**src/rtl/parser_pkg.sv**
```systemverilog
// Shared widths, address fields and config types for the parser chain.
// Layer-0 extraction config is the cfg0_t struct; layer_info_t is one link of the chain.
package parser_pkg;

    localparam int HEAD_WIDTH    = 64;
    localparam int META_WIDTH    = 32;
    localparam int TAG_WIDTH     = 4;
    localparam int TAG_VALID_BIT = 0;
    localparam int TAG_START_BIT = 1;
    localparam int TAG_TAIL_BIT  = 2;

    localparam int TYPE_NUM          = 4;
    localparam int KEY_FILED_NUM     = 4;
    localparam int TYPE_OFFSET_WIDTH = 8;
    localparam int KEY_OFFSET_WIDTH  = 16;
    localparam int HEAD_SHIFT_WIDTH  = 8;
    localparam int META_SHIFT_WIDTH  = 8;
    localparam int TYPE_IDX_W        = $clog2(TYPE_NUM);
    localparam int KEY_IDX_W         = $clog2(KEY_FILED_NUM);
    localparam int KEY_V_BIT         = 16;

    localparam int LAYER_ID_HI  = 31;
    localparam int LAYER_ID_LO  = 24;
    localparam int INFO_TYPE_HI = 18;
    localparam int INFO_TYPE_LO = 16;
    localparam int EXTR_ID_HI   = 7;
    localparam int EXTR_ID_LO   = 0;

    typedef enum logic [2:0] {
        INFO_TYPE_OFFSET = 3'd2,
        INFO_KEY_OFFSET  = 3'd3,
        INFO_HEAD_SHIFT  = 3'd4,
        INFO_META_SHIFT  = 3'd5
    } info_type_e;

    typedef enum logic {PKT_IDLE, PKT_IN} pkt_state_e;

    typedef struct packed {
        logic [TYPE_NUM-1:0][TYPE_OFFSET_WIDTH-1:0]     type_offset;
        logic [KEY_FILED_NUM-1:0]                       key_offset_v;
        logic [KEY_FILED_NUM-1:0][KEY_OFFSET_WIDTH-1:0] key_offset;
        logic [HEAD_SHIFT_WIDTH-1:0]                    head_shift;
        logic [META_SHIFT_WIDTH-1:0]                    meta_shift;
    } cfg0_t;

    typedef struct packed {
        logic [HEAD_WIDTH+TAG_WIDTH-1:0] head;
        logic [META_WIDTH+TAG_WIDTH-1:0] meta;
        cfg0_t                           cfg;
    } layer_info_t;

    // Shift-type fields have a single instance, so their extract ID is don't-care.
    function automatic logic cfg0_addr_ok(input logic [2:0] info_type, input logic [7:0] extr_id);
        logic ok;
        ok = 1'b0;
        case (info_type)
            INFO_TYPE_OFFSET:                ok = (extr_id < 8'(TYPE_NUM));
            INFO_KEY_OFFSET:                 ok = (extr_id < 8'(KEY_FILED_NUM));
            INFO_HEAD_SHIFT, INFO_META_SHIFT: ok = 1'b1;
            default:                         ok = 1'b0;
        endcase
        return ok;
    endfunction

    function automatic logic [31:0] cfg0_read(input cfg0_t cfg, input logic [2:0] info_type,
                                              input logic [7:0] extr_id);
        logic [31:0] r;
        r = '0;
        if (cfg0_addr_ok(info_type, extr_id)) begin
            case (info_type)
                INFO_TYPE_OFFSET: r[TYPE_OFFSET_WIDTH-1:0] = cfg.type_offset[extr_id[TYPE_IDX_W-1:0]];
                INFO_KEY_OFFSET: begin
                    r[KEY_V_BIT]              = cfg.key_offset_v[extr_id[KEY_IDX_W-1:0]];
                    r[KEY_OFFSET_WIDTH-1:0]   = cfg.key_offset[extr_id[KEY_IDX_W-1:0]];
                end
                INFO_HEAD_SHIFT:  r[HEAD_SHIFT_WIDTH-1:0] = cfg.head_shift;
                INFO_META_SHIFT:  r[META_SHIFT_WIDTH-1:0] = cfg.meta_shift;
                default:          r = '0;
            endcase
        end
        return r;
    endfunction

endpackage

```
**src/rtl/parser_rule_if.sv**
```systemverilog
// Rule configuration bus: write/read strobes, address, data and read return.
interface parser_rule_if;
    logic        wren;
    logic        rden;
    logic [31:0] addr;
    logic [31:0] wdata;
    logic        rdata_valid;
    logic [31:0] rdata;

    modport master (output wren, rden, addr, wdata, input rdata_valid, rdata);
    modport slave  (input wren, rden, addr, wdata, output rdata_valid, rdata);
endinterface

```
**src/rtl/parser_cfg0_regs.sv**
```systemverilog
// Shadow/active extraction config: writes land in shadow, i_commit copies shadow to active.
// Readback is combinational from the active copy.
module parser_cfg0_regs
    import parser_pkg::*;
(
    input  logic        i_clk,
    input  logic        i_rst_n,
    input  logic        i_wren,
    input  logic [2:0]  i_info_type,
    input  logic [7:0]  i_extr_id,
    input  logic [31:0] i_wdata,
    input  logic        i_commit,
    output logic        o_pending,
    output cfg0_t       o_active,
    output logic [31:0] o_rd_data
);

    cfg0_t shadow_q, shadow_d, active_q;
    logic  pending_q;
    logic  wr_ok;
    logic  unused_wdata;

    assign wr_ok        = i_wren && cfg0_addr_ok(i_info_type, i_extr_id);
    assign unused_wdata = ^i_wdata[31:KEY_V_BIT+1];

    // NOTE: every always_comb output gets a default first so no latch is inferred.
    always_comb begin
        shadow_d = shadow_q;
        if (wr_ok) begin
            case (i_info_type)
                INFO_TYPE_OFFSET:
                    shadow_d.type_offset[i_extr_id[TYPE_IDX_W-1:0]] = i_wdata[TYPE_OFFSET_WIDTH-1:0];
                INFO_KEY_OFFSET: begin
                    shadow_d.key_offset_v[i_extr_id[KEY_IDX_W-1:0]] = i_wdata[KEY_V_BIT];
                    shadow_d.key_offset[i_extr_id[KEY_IDX_W-1:0]]   = i_wdata[KEY_OFFSET_WIDTH-1:0];
                end
                INFO_HEAD_SHIFT: shadow_d.head_shift = i_wdata[HEAD_SHIFT_WIDTH-1:0];
                INFO_META_SHIFT: shadow_d.meta_shift = i_wdata[META_SHIFT_WIDTH-1:0];
                default: ;
            endcase
        end
    end

    // NOTE: non-blocking assignments so the commit reads the pre-write shadow.
    always_ff @(posedge i_clk) begin
        if (!i_rst_n) begin
            shadow_q  <= '0;
            active_q  <= '0;
            pending_q <= 1'b0;
        end else begin
            shadow_q <= shadow_d;
            if (i_commit) active_q <= shadow_q;
            if (wr_ok)         pending_q <= 1'b1;
            else if (i_commit) pending_q <= 1'b0;
        end
    end

    assign o_pending = pending_q;
    assign o_active  = active_q;
    assign o_rd_data = cfg0_read(active_q, i_info_type, i_extr_id);

endmodule

```
**src/rtl/parser_layer.sv**
```systemverilog
// One parser stage: strips head/meta bytes per incoming config, one cycle of latency,
// and holds its own rules (applied at once) which it hands on as the next stage's config.
module Parser_Layer
    import parser_pkg::*;
(
    input  logic          i_clk,
    input  logic          i_rst_n,
    parser_rule_if.slave  rule,
    input  layer_info_t   i_info,
    output layer_info_t   o_info
);

    logic [HEAD_WIDTH+TAG_WIDTH-1:0] head_q;
    logic [META_WIDTH+TAG_WIDTH-1:0] meta_q;
    cfg0_t       active;
    logic        pending;
    logic [31:0] rd_data;
    logic        rd_valid_q;
    logic [31:0] rd_data_q;
    logic        unused_addr;

    assign unused_addr = ^{rule.addr[31:INFO_TYPE_HI+1], rule.addr[INFO_TYPE_LO-1:EXTR_ID_HI+1]};

    parser_cfg0_regs u_rules (
        .i_clk       (i_clk),
        .i_rst_n     (i_rst_n),
        .i_wren      (rule.wren),
        .i_info_type (rule.addr[INFO_TYPE_HI:INFO_TYPE_LO]),
        .i_extr_id   (rule.addr[EXTR_ID_HI:EXTR_ID_LO]),
        .i_wdata     (rule.wdata),
        .i_commit    (pending),
        .o_pending   (pending),
        .o_active    (active),
        .o_rd_data   (rd_data)
    );

    // NOTE: pipeline data carries no reset; only control state is cleared.
    always_ff @(posedge i_clk) begin
        head_q <= {i_info.head[HEAD_WIDTH +: TAG_WIDTH],
                   i_info.head[HEAD_WIDTH-1:0] << {i_info.cfg.head_shift, 3'b000}};
        meta_q <= {i_info.meta[META_WIDTH +: TAG_WIDTH],
                   i_info.meta[META_WIDTH-1:0] << {i_info.cfg.meta_shift, 3'b000}};
    end

    // Read data is zero outside the valid pulse so the top can OR all stages.
    always_ff @(posedge i_clk) begin
        if (!i_rst_n) begin
            rd_valid_q <= 1'b0;
            rd_data_q  <= '0;
        end else begin
            rd_valid_q <= rule.rden;
            rd_data_q  <= rule.rden ? rd_data : '0;
        end
    end

    assign rule.rdata_valid = rd_valid_q;
    assign rule.rdata       = rd_data_q;
    assign o_info           = '{head: head_q, meta: meta_q, cfg: active};

endmodule

```
**src/rtl/parser_top_n.sv**
```systemverilog
// Parametrised parser top: LAYER_NUM chained layers, layer-0 config committed at
// packet boundaries, packet framing statistics and rule readback from every layer.
module parser_top_n
    import parser_pkg::*;
#(
    parameter int LAYER_NUM = 3,
    parameter int CNT_WIDTH = 32
) (
    input  logic                            i_clk,
    input  logic                            i_rst_n,
    input  logic                            i_rule_wren,
    input  logic                            i_rule_rden,
    input  logic [31:0]                     i_rule_addr,
    input  logic [31:0]                     i_rule_wdata,
    output logic                            o_rule_rdata_valid,
    output logic [31:0]                     o_rule_rdata,
    input  logic [HEAD_WIDTH+TAG_WIDTH-1:0] i_head,
    output logic [HEAD_WIDTH+TAG_WIDTH-1:0] o_head,
    input  logic [META_WIDTH+TAG_WIDTH-1:0] i_meta,
    output logic [META_WIDTH+TAG_WIDTH-1:0] o_meta,
    output logic                            o_cfg_pending,
    output logic [CNT_WIDTH-1:0]            o_pkt_cnt,
    output logic [CNT_WIDTH-1:0]            o_err_cnt
);

    logic [7:0] layer_id;
    logic       l0_hit, lyr_hit;
    logic       slice_valid, slice_start, slice_tail;

    pkt_state_e state_q, state_d;
    logic       pkt_inc, err_inc, commit;
    logic [CNT_WIDTH-1:0] pkt_cnt_q, err_cnt_q;

    cfg0_t       active;
    logic        pending;
    logic [31:0] cfg0_rd_data;

    layer_info_t layer_info [LAYER_NUM+1];
    logic        stage_valid_v [LAYER_NUM];
    logic [31:0] stage_data_v  [LAYER_NUM];
    logic        stage_valid;
    logic [31:0] stage_data;
    logic        own_rd, own_valid_q;
    logic [31:0] rdata_q;
    logic        unused_cfg;

    assign layer_id    = i_rule_addr[LAYER_ID_HI:LAYER_ID_LO];
    assign l0_hit      = (layer_id == 8'd0);
    assign lyr_hit     = !l0_hit && (layer_id <= 8'(LAYER_NUM));
    assign slice_valid = i_head[HEAD_WIDTH+TAG_VALID_BIT];
    assign slice_start = i_head[HEAD_WIDTH+TAG_START_BIT];
    assign slice_tail  = i_head[HEAD_WIDTH+TAG_TAIL_BIT];

    // A start with no preceding tail is counted as an error and then adopted.
    always_comb begin
        state_d = state_q;
        pkt_inc = 1'b0;
        err_inc = 1'b0;
        if (slice_valid) begin
            case (state_q)
                PKT_IDLE: begin
                    if (!slice_start)    err_inc = 1'b1;
                    else if (slice_tail) pkt_inc = 1'b1;
                    else                 state_d = PKT_IN;
                end
                PKT_IN: begin
                    if (slice_start) err_inc = 1'b1;
                    if (slice_tail) begin
                        pkt_inc = 1'b1;
                        state_d = PKT_IDLE;
                    end
                end
                default: state_d = PKT_IDLE;
            endcase
        end
    end

    always_ff @(posedge i_clk) begin
        if (!i_rst_n) begin
            state_q   <= PKT_IDLE;
            pkt_cnt_q <= '0;
            err_cnt_q <= '0;
        end else begin
            state_q <= state_d;
            if (pkt_inc) pkt_cnt_q <= pkt_cnt_q + CNT_WIDTH'(1);
            if (err_inc) err_cnt_q <= err_cnt_q + CNT_WIDTH'(1);
        end
    end

    assign commit = pending && (state_q == PKT_IDLE) && !slice_valid;

    parser_cfg0_regs u_cfg0 (
        .i_clk       (i_clk),
        .i_rst_n     (i_rst_n),
        .i_wren      (i_rule_wren && l0_hit),
        .i_info_type (i_rule_addr[INFO_TYPE_HI:INFO_TYPE_LO]),
        .i_extr_id   (i_rule_addr[EXTR_ID_HI:EXTR_ID_LO]),
        .i_wdata     (i_rule_wdata),
        .i_commit    (commit),
        .o_pending   (pending),
        .o_active    (active),
        .o_rd_data   (cfg0_rd_data)
    );

    assign layer_info[0] = '{head: i_head, meta: i_meta, cfg: active};

    for (genvar k = 1; k <= LAYER_NUM; k++) begin : g_layer
        parser_rule_if bus ();

        assign bus.wren  = i_rule_wren && (layer_id == 8'(k));
        assign bus.rden  = i_rule_rden && (layer_id == 8'(k));
        assign bus.addr  = i_rule_addr;
        assign bus.wdata = i_rule_wdata;

        Parser_Layer u_layer (
            .i_clk   (i_clk),
            .i_rst_n (i_rst_n),
            .rule    (bus.slave),
            .i_info  (layer_info[k-1]),
            .o_info  (layer_info[k])
        );

        assign stage_valid_v[k-1] = bus.rdata_valid;
        assign stage_data_v[k-1]  = bus.rdata;
    end

    always_comb begin
        stage_valid = 1'b0;
        stage_data  = '0;
        for (int k = 0; k < LAYER_NUM; k++) begin
            stage_valid = stage_valid | stage_valid_v[k];
            stage_data  = stage_data | stage_data_v[k];
        end
    end

    // Layer-0 and unroutable reads answer here; rdata_q also holds the last returned word.
    assign own_rd = i_rule_rden && !lyr_hit;

    always_ff @(posedge i_clk) begin
        if (!i_rst_n) begin
            own_valid_q <= 1'b0;
            rdata_q     <= '0;
        end else begin
            own_valid_q <= own_rd;
            if (own_rd)           rdata_q <= l0_hit ? cfg0_rd_data : '0;
            else if (stage_valid) rdata_q <= stage_data;
        end
    end

    assign o_rule_rdata_valid = own_valid_q | stage_valid;
    assign o_rule_rdata       = stage_valid ? stage_data : rdata_q;
    assign o_cfg_pending      = pending;
    assign o_pkt_cnt          = pkt_cnt_q;
    assign o_err_cnt          = err_cnt_q;
    assign o_head             = layer_info[LAYER_NUM].head;
    assign o_meta             = layer_info[LAYER_NUM].meta;
    assign unused_cfg         = ^layer_info[LAYER_NUM].cfg;

endmodule
```
**config.mk**
```make
export PLATFORM = sky130hd
export DESIGN_NAME = parser_top_n
export DESIGN_NICKNAME = d
export VERILOG_FILES = /design/src/rtl/parser_pkg.sv /design/src/rtl/parser_rule_if.sv /design/src/rtl/parser_cfg0_regs.sv /design/src/rtl/parser_layer.sv /design/src/rtl/parser_top_n.sv
export SDC_FILE = /design/constraint.sdc
export NUM_CORES = 2
export LEC_CHECK = 0
export ABC_AREA = 0
export CORE_ASPECT_RATIO = 1.4
export CORE_MARGIN = 5
export CORE_UTILIZATION = 40
export CTS_BUF_LIST = sky130_fd_sc_hd__clkbuf_2 sky130_fd_sc_hd__clkbuf_4 sky130_fd_sc_hd__clkbuf_8
export CTS_CLUSTER_DIAMETER = 150
export DETAILED_ROUTE_END_ITERATION = 10
export SKIP_CTS_REPAIR_TIMING = 1
export SLEW_MARGIN = 20
export SYNTH_ARGS = -nofsm -noshare
export SYNTH_HDL_FRONTEND = slang
export SYNTH_SLANG_ARGS = --single-unit
```
**constraint.sdc**
```tcl
create_clock -name i_clk -period 4.9 [get_ports i_clk]
set_clock_uncertainty 0.15 [all_clocks]
set_input_delay 0.49 -clock i_clk [delete_from_list [all_inputs] [get_ports i_clk]]
set_output_delay 0.49 -clock i_clk [all_outputs]
set_load 0.005 [all_outputs]
```
After elaboration in Yosys (flattened, before gate mapping) --
Index checks and enable logic that the tools add are counted.
Operators by class: reductions and logical operators 48, add/subtract/negate cells 2, muxes and demuxes 68, shift-type cells 6, magnitude comparators 4, equality and inequality tests 7, bitwise logic cells 6
Operators with widths (number):
- $bwmux 64 | 4
- $shl 64x11->64 | 3
- $bmux 16 s2 | 4
- $bwmux 32 | 4
- $pmux 8 s4 | 4
- $mux 32 | 3
- $shl 32x11->32 | 3
- $mux 16 | 5
- $add 32x1->32 const B | 2
- $bmux 8 s2 | 4
- $or 32x32->32 | 2
- $mux 8 | 5
- $reduce_and 2->1 | 19
- $demux 16 s2 | 1
- $mux 1 | 18
- $mux 17 | 1
- $bwmux 4 | 4
- $demux 8 s2 | 1
- $eq 8x2->1 const B | 2
- $logic_and 1x1->1 | 16
- $reduce_and 4->1 | 3
- $mux 9 | 1
- $reduce_and 3->1 | 3
- $bmux 1 s2 | 4
- other kinds (15) | 25
Storage, ports and cells: word-level logic and storage cells 256, register bits 1441, output and inout port bits 202

Longest topological paths before layout --
depth in word-level cells 6, gate-level depth with buffers 8

By module --
Synthesis repeated with hierarchy kept, for this count alone.
Second synthesis, totals: cell total of the unflattened synthesis 5771, area total of the unflattened synthesis 59052.9 µm²
By module, submodules not included:
- parser_cfg0_regs | cells each 905, instances 4, area each 9434.0 µm², seq. area each 4664.5 µm²
- Parser_Layer | cells each 515, instances 3, area each 5454.0 µm², seq. area each 2742.6 µm²
- parser_top_n | cells each 606, instances 1, area each 4954.8 µm², seq. area each 1961.9 µm²

Least setup slack after synthesis --
OpenSTA, ideal clock, no wires.
path kind input -> register, from input i_rule_addr[6], to register g_layer[2].u_layer.u_rules.shadow_q[69] in the netlist's numbering, path slack 2.232 ns, cell stages on the path 7, data arrival time 2.446 ns, required time 4.678 ns, path through or4_4 -> o41ai_4 -> clkbuf_8 -> nand4_4 -> nor2_4 -> buf_12 -> mux2i_1
On the way: longest elaborated chain between the ends 4
Ends and longest elaborated chain:
- start: declaration | line parser_top_n.sv:13 | input logic [31:0] i_rule_addr,
- $lt 8x3->1 | line parser_pkg.sv:57, parser_pkg.sv:58
- $pmux 1 s2 | line parser_pkg.sv:56 | case (info_type)
- $logic_and 1x1->1 | line parser_cfg0_regs.sv:23 | assign wr_ok = i_wren && cfg0_addr_ok(i_info_type, i_extr_id);
- $reduce_and 2->1 (no line)
- end signal: assignment | line parser_cfg0_regs.sv:51 | shadow_q <= shadow_d;
- end: declaration | line parser_cfg0_regs.sv:18 | cfg0_t shadow_q, shadow_d, active_q;
No other way between the ends. A chain may end at the register's enable or synchronous reset.

Final worst setup path --
from register g_layer[2].u_layer.rd_valid_q, to output o_rule_rdata[1]
On the way: longest elaborated chain between the ends 3
Ends and longest elaborated chain:
- start: declaration | line parser_layer.sv:18 | logic rd_valid_q;
- start signal: assignment | line parser_layer.sv:51 | rd_valid_q <= rule.rden;
- $or 1x1->1 (2 in a row) | line parser_top_n.sv:131 | stage_valid = stage_valid | stage_valid_v[k];
- $mux 32
- end: declaration | line parser_top_n.sv:16 | output logic [31:0] o_rule_rdata,
No other way between the ends.

==> flow_metrics.env <==
export IMPL_wl_per_cell_um=20.0
export IMPL_synthTopCellsByArea="dfxtp_1 50%, mux2i_1 17%, mux4_2 7.9%, nand2_1 5.5%, nor2_1 4.4%"
export IMPL_clk_pin_slew_ns=0.07
export IMPL_htree_levels=4
export IMPL_netlist_area_um2=55600
export IMPL_regArea_um2=28000
export IMPL_cp_slowest_cell="clkdlybuf4s50_1"
export IMPL_peakVddDrop_v=0.000197
export IMPL_routabilityCongestion=0.895
export IMPL_layoutNonFillerInstCount=7619
export IMPL_io_pins=374
export IMPL_ys_seq_area_share_pct=50.3
export IMPL_synth_edf_count=0
export IMPL_cts_buffer_depth=3
export IMPL_hpwl_mm=98.7
export IMPL_final_fill_count=12897
export IMPL_vias_per_cell=5.24
export IMPL_outcome="finished clean"
export IMPL_slowest_delay_ns=0.66
export IMPL_grt_util_all_layers_pct=20.0
export IMPL_via_count=39933
export IMPL_worst_setup_path_start_kind="flip-flop"
export IMPL_hold_class="input pin to flip-flop"
export IMPL_report_final_setup_viol=0
export IMPL_max_freq_mhz=267
export IMPL_power_density_nw_per_um2=349
export IMPL_rows=162
export IMPL_slew_viol_final=0
export IMPL_io_buffers=345
export IMPL_rsz0062_at_grt="no"
export IMPL_path_cells="nor3_2 -> buf_4 -> nand2_1 -> o21ai_0 -> clkdlybuf4s50_1"
export IMPL_ys_flop_type="dfxtp_1"
export IMPL_endpoint_kind="output pin"
export IMPL_avgSynthCellArea_um2=10.3
export IMPL_tightest_slew_ns=1.14
export IMPL_grt_ovfl_total=0
export IMPL_clkLatencyLatePin_ns=0.93
export IMPL_maxSlewHeadroom_pct=23.7
export IMPL_worstPathArrival_ns=3.10
export IMPL_cts_tree="built"
export IMPL_die_area_um2=147000
export IMPL_yosysTopAreaCell="dfxtp_1"
export IMPL_synth_top_cell_area_share_pct=50.3
export IMPL_path_buf_inv=2
export IMPL_drv_cap=0
export IMPL_fin_crit_ns=3.74
export IMPL_drtIter0Drc=2709
export IMPL_grt_pass1_wl_mm=235
export IMPL_drc=0
export IMPL_drt_wl_total_mm=152
export IMPL_postRouteAntennaNets=0
export IMPL_core_um2=139000
export IMPL_crit_required_ns=4.26
export IMPL_multi_input_area_um2=26000
export IMPL_dpl_cell_count=7230
export IMPL_p_leak_nw=22.4
export IMPL_synth_cells=5421
export IMPL_critPathMaxFanout=50
export IMPL_die_width_um=325
export IMPL_synth_distinct_cells=57
export IMPL_numCtsBuffers=206
export IMPL_async_reset_ff_share_pct=0
export IMPL_setup_tns_ns=0
export IMPL_ys_warn_count=0
export IMPL_antenna_found_initial=14
export IMPL_worstSetupPathType="flip-flop to output pin"
export IMPL_final_nets=5816
export IMPL_hold_viol_final=0
export IMPL_grt_pass1_vias=40207
export IMPL_synth_seq_cells=1396
export IMPL_syn_nets=5595
export IMPL_layout_drive_gt1_share_pct=13.1
export IMPL_grt_start_max_net_pins=186
export IMPL_period_share_pct=76.3
export IMPL_cts_sinks=1396
export IMPL_drt_pass1_iter_count=6
export IMPL_synthToLayoutAreaGrowth_pct=16.9
export IMPL_initial_core_util_pct=40.1
export IMPL_crit_family="buffers and inverters"
export IMPL_die_h_um=451
export IMPL_clock_root_buffer="clkbuf_8"
## worst paths after layout
path	start	end	slack [ns]	depth (start not counted)
setup / recovery	g_layer[2].u_layer.rule.rdata_valid$_SDFF_PN0_	o_rule_rdata[1]	1.16	5
hold reg to reg	g_layer[1].u_layer.head_q[64]$_DFF_P_	g_layer[2].u_layer.head_q[64]$_DFF_P_	0.17	0
setup reg to reg	g_layer[1].u_layer.u_rules.o_active[15]$_SDFFE_PN0P_	g_layer[2].u_layer.head_q[36]$_SDFF_PP0_	1.73	4
hold / removal	i_head[65]	g_layer[1].u_layer.head_q[65]$_DFF_P_	0.05	2
## kinds of logic after synthesis
kind of cell / Yosys count / share of synthesized area (%)
multiplexers: 1162 / 25.4
buffers and inverters: 427 / 3.21
adder cells (fa/ha/maj): 2 / 0.0450
AND/OR/NAND/NOR: 1910 / 15.1
AO/OA/AOI/OAI: 473 / 5.14
flip-flops: 1396 / 50.3
XOR/XNOR: 51 / 0.803
## sequential cells by signal, summed over array words and instances (netlist names)
name and cells:
g_layer.u_layer.head_q 204, state_q 1, u_cfg0.shadow_q 116, g_layer.u_layer.u_rules.shadow_q 348, own_valid_q 1, g_layer.u_layer.rule.rdata_valid 3, g_layer.u_layer.u_rules.o_active 348, u_cfg0.o_pending 1
u_cfg0.o_active 116, rdata_q 32, o_pkt_cnt 32, o_err_cnt 32, g_layer.u_layer.meta_q 108, g_layer.u_layer.rule.rdata 51, g_layer.u_layer.u_rules.o_pending 3
## cells in the final DEF, fill, tap and decap left out, drive strengths merged, types with 58 or more instances in the layout
cell and n:
nor2 694, o21ai 58, and2 82, mux4 196, mux2i 935, nand2 821, a211oi 73, dfxtp 1396
a21oi 245, buf 70, clkdlybuf4s50 341, nor2b 67, clkbuf 333
## metrics by stage
stage	power (mW)	setup WS, ns	util (%)	instance area [µm²]	hold slack (ns)
6_report	22.7	1.16	46.9	65000	0.0489
4_1_cts	23.0	1.14	46.8	64900	-0.231
3_3_place_gp	12.8	1.18	43.5	60300	0.160
5_1_grt	23.6	1.04	46.9	65000	0.00655
2_1_floorplan	12.3	2.23	-	55600	0.160
3_5_place_dp	12.8	1.10	43.5	60300	0.162
## report_power, final
| part | internal, mW | leakage, nW | switching, mW |
|---|---|---|---|
| Sequential | 11.5 | 11.4 | 0.0805 |
| Clock | 5.64 | 2.41 | 4.49 |
| Combinational | 0.418 | 8.58 | 0.586 |
## cell type report
cell class	instances	area share, %
diodes	8	0.0308
clock inverters	40	0.628
flip-flops and latches	1396	43.0
inverters	21	0.133
multi-input cells	3598	40.0
repair buffers	419	6.39
well taps	1804	3.47
clock buffers	333	6.35
## cells in the mapped netlist, drive strengths merged, types with 31 or more instances
cell type,n
mux2,31
clkbuf,317
and2,82
nor2b,67
a22o,32
dfxtp,1396
o21ai,58
a211oi,73
nor2,694
mux2i,935
nand3,47
a21oi,245
a22oi,48
buf,89
nand2,821
mux4,196
nor3,43
and3,37
## worst reg2reg max path, stage by stage (launching register included)
cell and delay [ns]:
dfxtp_1 0.36, nor4_4 0.87, nand2b_1 0.48, nor4b_2 0.95, a22o_1 0.30
## per-layer routing
| metal | global-route usage [%] | wire (µm) |
|---|---|---|
| met5 | 0 | 13 |
| met1 | 25.0 | 64700 |
| met2 | 34.4 | 74300 |
| met4 | 8.08 | 5480 |
| met3 | 3.75 | 7800 |
No activity file was read; power rests on OpenSTA's default activity.
